===== src/rtl/udp_chan_mux_pkg.sv =====
// Shared widths, FSM encodings and port helper for the UDP channel mux.
package udp_chan_pkg;
    localparam int DATA_W   = 32;
    localparam int TXUSER_W = 64;
    localparam int RXUSER_W = 32;
    localparam int BE_W     = 4;
    localparam int PORT_W   = 16;

    typedef enum logic {
        T_IDLE = 1'b0,
        T_BUSY = 1'b1
    } tx_state_t;

    typedef enum logic [1:0] {
        R_IDLE = 2'd0,
        R_PASS = 2'd1,
        R_DROP = 2'd2
    } rx_state_t;

    // 16-bit wrapping subtraction: ports below the base land far above any channel index.
    function automatic logic [PORT_W-1:0] port_offset(input logic [PORT_W-1:0] port,
                                                      input logic [PORT_W-1:0] base);
        return port - base;
    endfunction
endpackage


===== src/rtl/udp_chan_mux_rr_arbiter.sv =====
// Round-robin arbiter: picks the first requester at/after rr_ptr on load, advances past the winner on done.
module udp_rr_arbiter #(
    parameter int NCH = 4,
    localparam int IDX_W = (NCH > 1) ? $clog2(NCH) : 1
) (
    input  logic             clk,
    input  logic             reset,
    input  logic [NCH-1:0]   req,
    input  logic             load,
    input  logic             done,
    output logic [NCH-1:0]   grant,
    output logic [IDX_W-1:0] grant_idx,
    output logic [IDX_W-1:0] rr_ptr
);
    localparam logic [IDX_W:0]   NCH_L  = (IDX_W+1)'(NCH);
    localparam logic [IDX_W-1:0] LAST_L = IDX_W'(NCH - 1);

    logic [IDX_W-1:0] pick_idx;
    logic [IDX_W:0]   cand;
    logic             found;

    always_comb begin
        pick_idx = rr_ptr;
        found    = 1'b0;
        cand     = '0;
        for (int i = 0; i < NCH; i++) begin
            cand = {1'b0, rr_ptr} + (IDX_W+1)'(i);
            if (cand >= NCH_L) begin
                cand = cand - NCH_L;
            end
            if (!found && req[cand[IDX_W-1:0]]) begin
                found    = 1'b1;
                pick_idx = cand[IDX_W-1:0];
            end
        end
    end

    always_ff @(posedge clk) begin
        if (reset) begin
            grant     <= '0;
            grant_idx <= '0;
            rr_ptr    <= '0;
        end else begin
            if (load) begin
                grant     <= NCH'(1) << pick_idx;
                grant_idx <= pick_idx;
            end
            if (done) begin
                grant  <= '0;
                rr_ptr <= (grant_idx == LAST_L) ? '0 : grant_idx + IDX_W'(1);
            end
        end
    end
endmodule


===== src/rtl/udp_chan_mux.sv =====
// N-channel TX arbiter / RX port demux in front of udp_top.
// Optional per-channel packet statistics are built when UDP_CHAN_STATS_EN is defined.
module udp_chan_mux
    import udp_chan_pkg::*;
#(
    parameter int              NCH       = 4,
    parameter logic [15:0]     BASE_PORT = 16'd8000,
    parameter int              CNT_W     = 16,
    localparam int             IDX_W     = (NCH > 1) ? $clog2(NCH) : 1
) (
    input  logic                      sclk,
    input  logic                      reset,
    input  logic [NCH-1:0]            ch_tx_vld_i,
    input  logic [NCH*DATA_W-1:0]     ch_tx_data_i,
    input  logic [NCH*TXUSER_W-1:0]   ch_tx_user_i,
    input  logic [NCH*BE_W-1:0]       ch_tx_be_i,
    input  logic [NCH-1:0]            ch_tx_tlast_i,
    output logic [NCH-1:0]            ch_tx_ready_o,
    output logic                      tx_usr_data_vld_o,
    output logic [DATA_W-1:0]         tx_usr_data_o,
    output logic [TXUSER_W-1:0]       tx_user_o,
    output logic [BE_W-1:0]           tx_usr_be_o,
    output logic                      tx_usr_tlast_o,
    input  logic                      tx_usr_ready_i,
    input  logic                      rx_usr_data_vld_i,
    input  logic [DATA_W-1:0]         rx_usr_data_i,
    input  logic [RXUSER_W-1:0]       rx_user_i,
    input  logic [BE_W-1:0]           rx_usr_be_i,
    input  logic                      rx_usr_tlast_i,
    output logic                      rx_usr_ready_o,
    output logic [NCH-1:0]            ch_rx_vld_o,
    output logic [NCH*DATA_W-1:0]     ch_rx_data_o,
    output logic [NCH*RXUSER_W-1:0]   ch_rx_user_o,
    output logic [NCH*BE_W-1:0]       ch_rx_be_o,
    output logic [NCH-1:0]            ch_rx_tlast_o,
    input  logic [NCH-1:0]            ch_rx_ready_i,
    output logic [CNT_W-1:0]          rx_drop_cnt_o,
    output logic [NCH*2*CNT_W-1:0]    ch_stats_o,
    output logic                      dbg_tx_state,
    output logic [1:0]                dbg_rx_state,
    output logic [IDX_W-1:0]          dbg_rr_ptr
);
    // Handshake on every stream: a beat moves when vld and ready are both high in the
    // same cycle; vld never depends on ready, ready may depend on vld.

    localparam logic [PORT_W-1:0] NCH_PORT = PORT_W'(NCH);

    tx_state_t        tx_state;
    rx_state_t        rx_state;
    logic [NCH-1:0]   gnt;
    logic [IDX_W-1:0] gnt_idx;
    logic [IDX_W-1:0] rr_ptr;
    logic             arb_load;
    logic             tx_done;

    logic [PORT_W-1:0] port_off;
    logic              port_match;
    logic [IDX_W-1:0]  first_ch;
    logic [IDX_W-1:0]  rx_ch;
    logic [IDX_W-1:0]  route_ch;
    logic              route_en;
    logic              rx_accept;
    logic [CNT_W-1:0]  drop_cnt;

    assign arb_load = (tx_state == T_IDLE) && (|ch_tx_vld_i);
    assign tx_done  = tx_usr_data_vld_o && tx_usr_ready_i && tx_usr_tlast_o;

    udp_rr_arbiter #(.NCH(NCH)) u_arb (
        .clk       (sclk),
        .reset     (reset),
        .req       (ch_tx_vld_i),
        .load      (arb_load),
        .done      (tx_done),
        .grant     (gnt),
        .grant_idx (gnt_idx),
        .rr_ptr    (rr_ptr)
    );

    // TX: the granted channel is wired straight through until its tlast is accepted.
    always_comb begin
        tx_usr_data_o     = ch_tx_data_i[gnt_idx*DATA_W +: DATA_W];
        tx_user_o         = ch_tx_user_i[gnt_idx*TXUSER_W +: TXUSER_W];
        tx_usr_be_o       = ch_tx_be_i[gnt_idx*BE_W +: BE_W];
        tx_usr_tlast_o    = ch_tx_tlast_i[gnt_idx];
        tx_usr_data_vld_o = 1'b0;
        ch_tx_ready_o     = '0;
        if (tx_state == T_BUSY) begin
            tx_usr_data_vld_o = ch_tx_vld_i[gnt_idx];
            ch_tx_ready_o     = gnt & {NCH{tx_usr_ready_i}};
        end
    end

    always_ff @(posedge sclk) begin
        if (reset) begin
            tx_state <= T_IDLE;
        end else begin
            case (tx_state)
                T_IDLE:  if (arb_load) tx_state <= T_BUSY;
                T_BUSY:  if (tx_done)  tx_state <= T_IDLE;
                default: tx_state <= T_IDLE;
            endcase
        end
    end

    // RX: the first beat is routed in the same cycle its port is decoded.
    assign port_off   = port_offset(rx_user_i[PORT_W-1:0], BASE_PORT);
    assign port_match = port_off < NCH_PORT;
    assign first_ch   = port_off[IDX_W-1:0];

    always_comb begin
        route_en       = 1'b0;
        route_ch       = rx_ch;
        rx_usr_ready_o = 1'b0;
        case (rx_state)
            R_IDLE: begin
                if (rx_usr_data_vld_i) begin
                    if (port_match) begin
                        route_en = 1'b1;
                        route_ch = first_ch;
                    end else begin
                        rx_usr_ready_o = 1'b1;
                    end
                end
            end
            R_PASS:  route_en = 1'b1;
            R_DROP:  rx_usr_ready_o = 1'b1;
            default: route_en = 1'b0;
        endcase
        if (route_en) begin
            rx_usr_ready_o = ch_rx_ready_i[route_ch];
        end
        ch_rx_vld_o = route_en ? (NCH'(rx_usr_data_vld_i) << route_ch) : '0;
    end

    assign rx_accept     = rx_usr_data_vld_i && rx_usr_ready_o;
    assign ch_rx_data_o  = {NCH{rx_usr_data_i}};
    assign ch_rx_user_o  = {NCH{rx_user_i}};
    assign ch_rx_be_o    = {NCH{rx_usr_be_i}};
    assign ch_rx_tlast_o = {NCH{rx_usr_tlast_i}};

    always_ff @(posedge sclk) begin
        if (reset) begin
            rx_state <= R_IDLE;
            rx_ch    <= '0;
            drop_cnt <= '0;
        end else begin
            case (rx_state)
                R_IDLE: begin
                    if (rx_usr_data_vld_i && !port_match && drop_cnt != '1) begin
                        drop_cnt <= drop_cnt + CNT_W'(1);
                    end
                    if (rx_accept && !rx_usr_tlast_i) begin
                        rx_ch    <= first_ch;
                        rx_state <= route_en ? R_PASS : R_DROP;
                    end
                end
                R_PASS, R_DROP: begin
                    if (rx_accept && rx_usr_tlast_i) rx_state <= R_IDLE;
                end
                default: rx_state <= R_IDLE;
            endcase
        end
    end

    assign rx_drop_cnt_o = drop_cnt;
    assign dbg_tx_state  = tx_state;
    assign dbg_rx_state  = rx_state;
    assign dbg_rr_ptr    = rr_ptr;

`ifdef UDP_CHAN_STATS_EN
    logic [CNT_W-1:0] tx_pkts [NCH];
    logic [CNT_W-1:0] rx_pkts [NCH];
    logic             rx_done;

    assign rx_done = route_en && rx_accept && rx_usr_tlast_i;

    always_ff @(posedge sclk) begin
        if (reset) begin
            for (int k = 0; k < NCH; k++) begin
                tx_pkts[k] <= '0;
                rx_pkts[k] <= '0;
            end
        end else begin
            for (int k = 0; k < NCH; k++) begin
                if (tx_done && gnt_idx == IDX_W'(k) && tx_pkts[k] != '1) begin
                    tx_pkts[k] <= tx_pkts[k] + CNT_W'(1);
                end
                if (rx_done && route_ch == IDX_W'(k) && rx_pkts[k] != '1) begin
                    rx_pkts[k] <= rx_pkts[k] + CNT_W'(1);
                end
            end
        end
    end

    always_comb begin
        ch_stats_o = '0;
        for (int k = 0; k < NCH; k++) begin
            ch_stats_o[k*2*CNT_W +: 2*CNT_W] = {rx_pkts[k], tx_pkts[k]};
        end
    end
`else
    assign ch_stats_o = '0;
`endif
endmodule


===== config.mk =====
export PLATFORM = sky130hd
export DESIGN_NAME = udp_chan_mux
export DESIGN_NICKNAME = d
export VERILOG_FILES = /design/src/rtl/udp_chan_mux_pkg.sv /design/src/rtl/udp_chan_mux_rr_arbiter.sv /design/src/rtl/udp_chan_mux.sv
export SDC_FILE = /design/constraint.sdc
export NUM_CORES = 1
export LEC_CHECK = 0
export BUFFER_PORTS_ARGS = -buffer_cell sky130_fd_sc_hd__buf_2
export CELL_PAD_IN_SITES_DETAIL_PLACEMENT = 0
export CELL_PAD_IN_SITES_GLOBAL_PLACEMENT = 1
export CORE_AREA = 2 2 394 396
export CTS_CLUSTER_DIAMETER = 60
export CTS_CLUSTER_SIZE = 12
export DETAILED_ROUTE_END_ITERATION = 8
export DIE_AREA = 0 0 396 398
export MAX_ROUTING_LAYER = met4
export PLACE_DENSITY = 0.38
export SLEW_MARGIN = 25
export SYNTH_ARGS = -nofsm -noshare
export SYNTH_HDL_FRONTEND = slang
export SYNTH_HIERARCHICAL = 1
export SYNTH_SLANG_ARGS = --single-unit

===== constraint.sdc =====
create_clock -name sclk -period 6.1 [get_ports sclk]
set_clock_uncertainty 0.1 [all_clocks]
set_input_delay 1.22 -clock sclk [delete_from_list [all_inputs] [get_ports sclk]]
set_output_delay 1.22 -clock sclk [all_outputs]
set_load 0.05 [all_outputs]

# Word level (Yosys, flattened, before mapping)
# Cells that the tools add are included.
[op_classes]
n_eq_ne = 6
reduce_logical = 23
n_div = 0
mul = 0
muxes = 46
order_cmp = 11
shifts = 5
addsub = 10
n_bitwise = 2
[op_table]
columns = ["operator", "n"]
rows = [
  ["variable part select 256 x 9 -> 64 bit", 1],
  ["variable part select 128 x 8 -> 32 bit", 1],
  ["two-way mux 2 bit", 15],
  ["less-than comparator 2 x 3 -> 1 bit, second input constant", 6],
  ["two-way mux 1 bit", 18],
  ["adder 16 x 1 -> 16 bit, second input constant", 1],
  ["less-than comparator 16 x 3 -> 1 bit, second input constant", 1],
  ["!= test 16 bit, second input constant", 1],
  ["variable part select 16 x 5 -> 4 bit", 1],
  ["subtractor 16 x 13 -> 16 bit, second input constant", 1],
  ["binary-select mux 1 bit (select 2 bit)", 7],
  ["logical AND 1 bit", 11],
  ["greater-or-equal comparator 3 bit, second input constant", 3],
  ["two-way mux 4 bit", 2],
  ["subtractor 2 x 1 -> 2 bit, second input constant", 4],
  ["adder 2 x 2 -> 3 bit, second input constant", 2],
  ["one-hot mux 1 bit (2 select lines)", 3],
  ["AND reduction 2 bit", 3],
  ["logical NOT 1 bit", 5],
  ["bitwise AND 4 bit", 1],
  ["== test 2 bit, second input constant", 2],
  ["!= test 2 bit, second input constant", 2],
  ["one-hot mux 2 bit (2 select lines)", 1],
  ["OR reduction 2 bit", 2],
  ["9 further kinds", 9],
]
[word_totals]
rom_bits = 0
n_memories = 0
ram_bits = 0
register_bits = 29
out_inout_bits = 536
latchBits = 0

# Depth between registers and ports, before layout
[depth]
depth_word = 15
mapped_depth = 8

# Hierarchy
# Netlist, hierarchy kept.
[by_module_without_submodules]
columns = ["module", "seq_area_each_um2", "area_each_um2", "cells_each", "n_inst"]
rows = [
  ["udp_chan_mux", 420.4, 6869.1, 709, 1],
  ["udp_rr_arbiter", 160.2, 439.2, 54, 1],
]

# Worst setup path after synthesis
# OpenSTA, ideal clock, no wires.
[synth_timing]
kind = "input -> output"
startpoint = "input rx_user_i[7]"
endpoint = "output ch_rx_vld_o[0]"
t_required_ns = 4.780
path_slack_ns = 1.864
t_arrival_ns = 2.916
path_stages = 6
path_buffers = 0
cell_sequence = "o211a_1 nand3_1 nor3_4 mux2i_1 inv_1 nor2_1"
[synth_between]
elab_chain_cells = 7
[synth_rtl]
columns = ["item", "line", "rtl"]
rows = [
  ["start, declared", "udp_chan_mux.sv:27", "input logic [RXUSER_W-1:0] rx_user_i,"],
  ["subtractor 16 x 13 -> 16 bit (*)", "udp_chan_mux_pkg.sv:23", "return port - base;"],
  ["less-than comparator 16 x 3 -> 1 bit (*)", "udp_chan_mux.sv:107", "assign port_match = port_off < NCH_PORT;"],
  ["two-way mux 2 bit", "udp_chan_mux.sv:117", "if (port_match) begin"],
  ["two-way mux 2 bit", "udp_chan_mux.sv:116", "if (rx_usr_data_vld_i) begin"],
  ["two-way mux 2 bit", "udp_chan_mux.sv:114", "case (rx_state)"],
  ["left shift 1 x 2 -> 4 bit", "udp_chan_mux.sv:132", "ch_rx_vld_o = route_en ? (NCH'(rx_usr_data_vld_i) << route_ch) : '0;"],
  ["two-way mux 4 bit (*)", "udp_chan_mux.sv:132", ""],
  ["end, declared", "udp_chan_mux.sv:31", "output logic [NCH-1:0] ch_rx_vld_o,"],
]
# Mark *: on every way between the ends. The rest lies on a longest branch, timed or not.

# Final worst setup path
[layout_timing]
startpoint = "input rx_user_i[5]"
endpoint = "output rx_usr_ready_o"
[layout_between]
elab_chain_cells = 8
[layout_rtl]
columns = ["item", "line", "rtl"]
rows = [
  ["subtractor 16 x 13 -> 16 bit (*)", "udp_chan_mux_pkg.sv:23", ""],
  ["less-than comparator 16 x 3 -> 1 bit (*)", "udp_chan_mux.sv:107", ""],
  ["two-way mux 2 bit", "udp_chan_mux.sv:117", ""],
  ["two-way mux 2 bit", "udp_chan_mux.sv:116", ""],
  ["two-way mux 2 bit", "udp_chan_mux.sv:114", ""],
  ["binary-select mux 1 bit (select 2 bit)", "udp_chan_mux.sv:130", "rx_usr_ready_o = ch_rx_ready_i[route_ch];"],
  ["two-way mux 1 bit (implied by the code)", "udp_chan_mux.sv:130", ""],
  ["two-way mux 1 bit (*)", "udp_chan_mux.sv:129", "if (route_en) begin"],
  ["end, declared", "udp_chan_mux.sv:30", "output logic rx_usr_ready_o,"],
]
# Mark *: on every way between the ends. The rest lies on a longest branch, timed or not. The select of a mux whose other input is x is not followed.

==> results.md <==
- Status: completed
- Hold_ws: 0.382 ns
- Gr usage total: 0.0949
- Crit path max-delay family: simple AND/OR/NAND/NOR gates
- Area growth syn-to-layout: 46.6%
- Post-synthesis sequential area ratio: 0.0794
- Filler cells: 18100
- Slew Viols, Final: 0
- Internal: approximately 0.66 mW
- Syn Std Cell Area: 0.00731 mm^2
- Minimum clock period: approximately 4.6 ns
- Leakage: 4.26 nW
- CP max stage delay: 0.54 ns
- Critical path launch point type: input port
- Sinks on Clock Net: 29
- Final Non-Filler Cells: 3184
- Maxcap violations: 0
- Maximum buffer depth of the clock tree: 2
- Die Width: 396 um
- Unique masters post-synth: 45
- CTS root buffer: clkbuf_16
- Critical path arrival: 3.29 ns
- Initial Util: 0.0477
- Post-layout util: 0.0699
- Synth Register Bits: 29
- RSZ-0062 raised after global routing: false
- Drt pass-1 iters: 5
- Routed len/inst: around 24 um
- Die extent in y: 398 um
- Worst-skew pair later-pin latency: 0.28 ns
- Ys flop type: dfxtp_1
- Worst VDD drop: 0.0744 mV
- Worst Tran Pin Value: between 0.8 and 0.9 ns
- Register share of total power: 0.131
- Detailed Place HPWL: 73000 um
- Avg Cell Area, Syn: roughly 9.6 um^2
- Pwr dens: 153 mW/mm^2
- Row cnt: 144
- Synth Instances: 763
- Vias per inst: 2.25
- Sw Share: 0.601
- DRC viols: 0
- GRT overflow: 0
- DP Cell Count: between 3000 and 4000
- Area of the multi-input gates: 0.00403 mm^2
- Io pins: ~1000
- FMAX: 0.217 GHz
- Crit path top cell by count: buf_2
- Layout cells sized above 1: 0.692
- Period Utilization, post-route: 0.756
- DRT iter0 DRCs: 570
- First-pass GRT wire length: 89800 um
- Remaining antenna violation count: 0
- Nets: roughly 1600
- CP Capture Type: output port
- Critical path class: in2out
- IO buf count: 632
- Post-synth EDFFs: 0
- Yosys warning count: 6
- Ys async rst share: 0
- Slowest CP cell: mux2i_1
- Die Footprint: 0.158 mm^2
- Largest net degree at the start of global routing: 43
- Clock H-tree levels: 2
- Final Hold Viols: 0
- Post-CTS setup buffers: 0
- Critical-path cell list: buf_2 -> nor4_1 -> nand2_1 -> nor3_4 -> mux2i_1 -> a21oi_1 -> buf_2
- Reg area: 588 um^2
- Clk network pwr share: 0.162
- Bufs and invs on worst path: 2
- TNS Setup: 0 ns
- Hold buffer count at CTS: 0
- Slew headroom: 0.419
- Setup WS pre-CTS: 1.42 ns
- Clock-pin slew on the worst setup and hold paths: 0.05 ns
- Logic gate share of total power: 0.707
- Initial antenna violation count: 78
- Fin worst setup slack: 1.49 ns
- Vias in the first global route: 6512
- Critical-path maximum fanout: 7
- Num CTS Buffers: 5
- Worst path required time: 4.78 ns
- Final Setup Violations: 0
- Switch Pwr: around 0.99 mW
- Total Routed Length: 77900 um
- CORE AREA: 0.153 mm^2
- Resize count post-CTS: 0
- Hold Path Class: reg2reg
- DR vias: 7162
- Final GP Congestion: 0.901
- CTS tree: built
[worst reg2reg max path: stages (launching register included)]
cell and delay, ns:
dfxtp_4 0.78, buf_4 0.48, mux4_2 0.64, and4_1 0.31
nor2_1 0.29, nand2_1 0.17, o31ai_1 0.23
[cells in the final DEF (no fill, tap or decap), drive strengths merged, types with 2 or more instances in the layout]
master	netlist	layout
clkbuf	18	7
o32ai	2	2
a21oi	17	17
nand3	14	14
nand4	5	5
and2	2	2
mux2i	6	6
o21ai	9	9
conb	1	128
nand2	17	17
nor3	5	5
or4	10	10
ha	5	5
o211a	3	3
mux2	6	6
dfxtp	29	29
diode	0	35
nand2b	6	6
mux4	104	104
inv	8	8
nor3b	4	4
buf	415	640
nor2	24	24
nor4	10	10
nor2b	9	9
and3	6	6
o31ai	14	14
or4b	2	2
or3	2	2
[layer usage]
| layer | track usage | vias to the layer above | wire (um) |
|---|---|---|---|
| met5 | - | - | 0 |
| met4 | 0.00536 | 0 | 671 |
| met3 | 0.0769 | 82 | 14100 |
| met2 | 0.132 | 662 | 32600 |
| met1 | 0.109 | 3450 | 30600 |
| li1 | - | 2968 | - |
[metrics by stage]
step	cell area [um^2]	power, mW
final	10700	1.64
after global routing	10700	1.72
after CTS	10600	1.67
after detailed placement	10500	1.40
after global placement	10500	1.40
after floorplan	7780	1.39
[Yosys cell counts (all sizes together) (2+ instances only)]
| master | n | area share |
|---|---|---|
| nor3 | 5 | 0.0050 |
| o32ai | 2 | 0.0024 |
| nor3b | 4 | 0.0041 |
| ha | 5 | 0.0086 |
| or4 | 10 | 0.010 |
| dfxtp | 29 | 0.079 |
| and3 | 6 | 0.0051 |
| or4b | 2 | 0.0027 |
| nor2 | 24 | 0.012 |
| nand2 | 17 | 0.0091 |
| inv | 8 | 0.0041 |
| nand4 | 5 | 0.0043 |
| o211a | 3 | 0.0041 |
| and2 | 2 | 0.0017 |
| mux2i | 6 | 0.0082 |
| mux2 | 6 | 0.0092 |
| buf | 415 | 0.42 |
| nand3 | 14 | 0.0096 |
| or3 | 2 | 0.0024 |
| o21ai | 9 | 0.0062 |
| nor2b | 9 | 0.0080 |
| mux4 | 104 | 0.32 |
| a21oi | 17 | 0.012 |
| nor4 | 10 | 0.0094 |
| nand2b | 6 | 0.0051 |
| clkbuf | 18 | 0.0092 |
| o31ai | 14 | 0.014 |
[worst paths after layout]
path                           start             end  slack, ns  cells after the start
setup / recovery        rx_user_i[5]  rx_usr_ready_o       1.49                      7
hold / removal        u_arb/grant[2]  u_arb/grant[2]       0.38                      2
setup reg to reg  u_arb/grant_idx[0]  u_arb/grant[0]       3.00                      6
hold reg to reg       u_arb/grant[2]  u_arb/grant[2]       0.38                      2
[power by group through the flow]
| stage | Sequential [mW] | Clock, mW | Combinational (mW) |
|---|---|---|---|
| 2_1_floorplan | 0.215 | 0 | 1.17 |
| 3_3_place_gp | 0.221 | 0 | 1.18 |
| 3_5_place_dp | 0.220 | 0 | 1.18 |
| 4_1_cts | 0.216 | 0.278 | 1.18 |
| 5_1_grt | 0.218 | 0.285 | 1.22 |
| 6_report | 0.215 | 0.265 | 1.16 |
[cell type report]
cell class / instances / area share
repair buffers: 640 / 0.304
diodes: 35 / 0.00818
clock inverters: 1 / 0.000467
multi-input cells: 420 / 0.376
clock buffers: 7 / 0.0143
inverters: 8 / 0.00280
flip-flops and latches: 29 / 0.0549
well taps: 2044 / 0.239
[state kept, by name, summed over array words and instances, names as in the netlist]
register	cells
rx_drop_cnt_o	16
u_arb/grant	4
dbg_rx_state	2
rx_ch	2
u_arb/grant_idx	2
u_arb/rr_ptr	2
dbg_tx_state	1
[kinds of logic after synthesis]
group | synth area share
multiplexers | 0.338
AND/OR/NAND/NOR | 0.0904
other | 0.000513
adder cells (fa/ha/maj) | 0.00856
buffers and inverters | 0.435
AO/OA/AOI/OAI | 0.0486
flip-flops | 0.0794
Power figures use the tool's default switching activity.
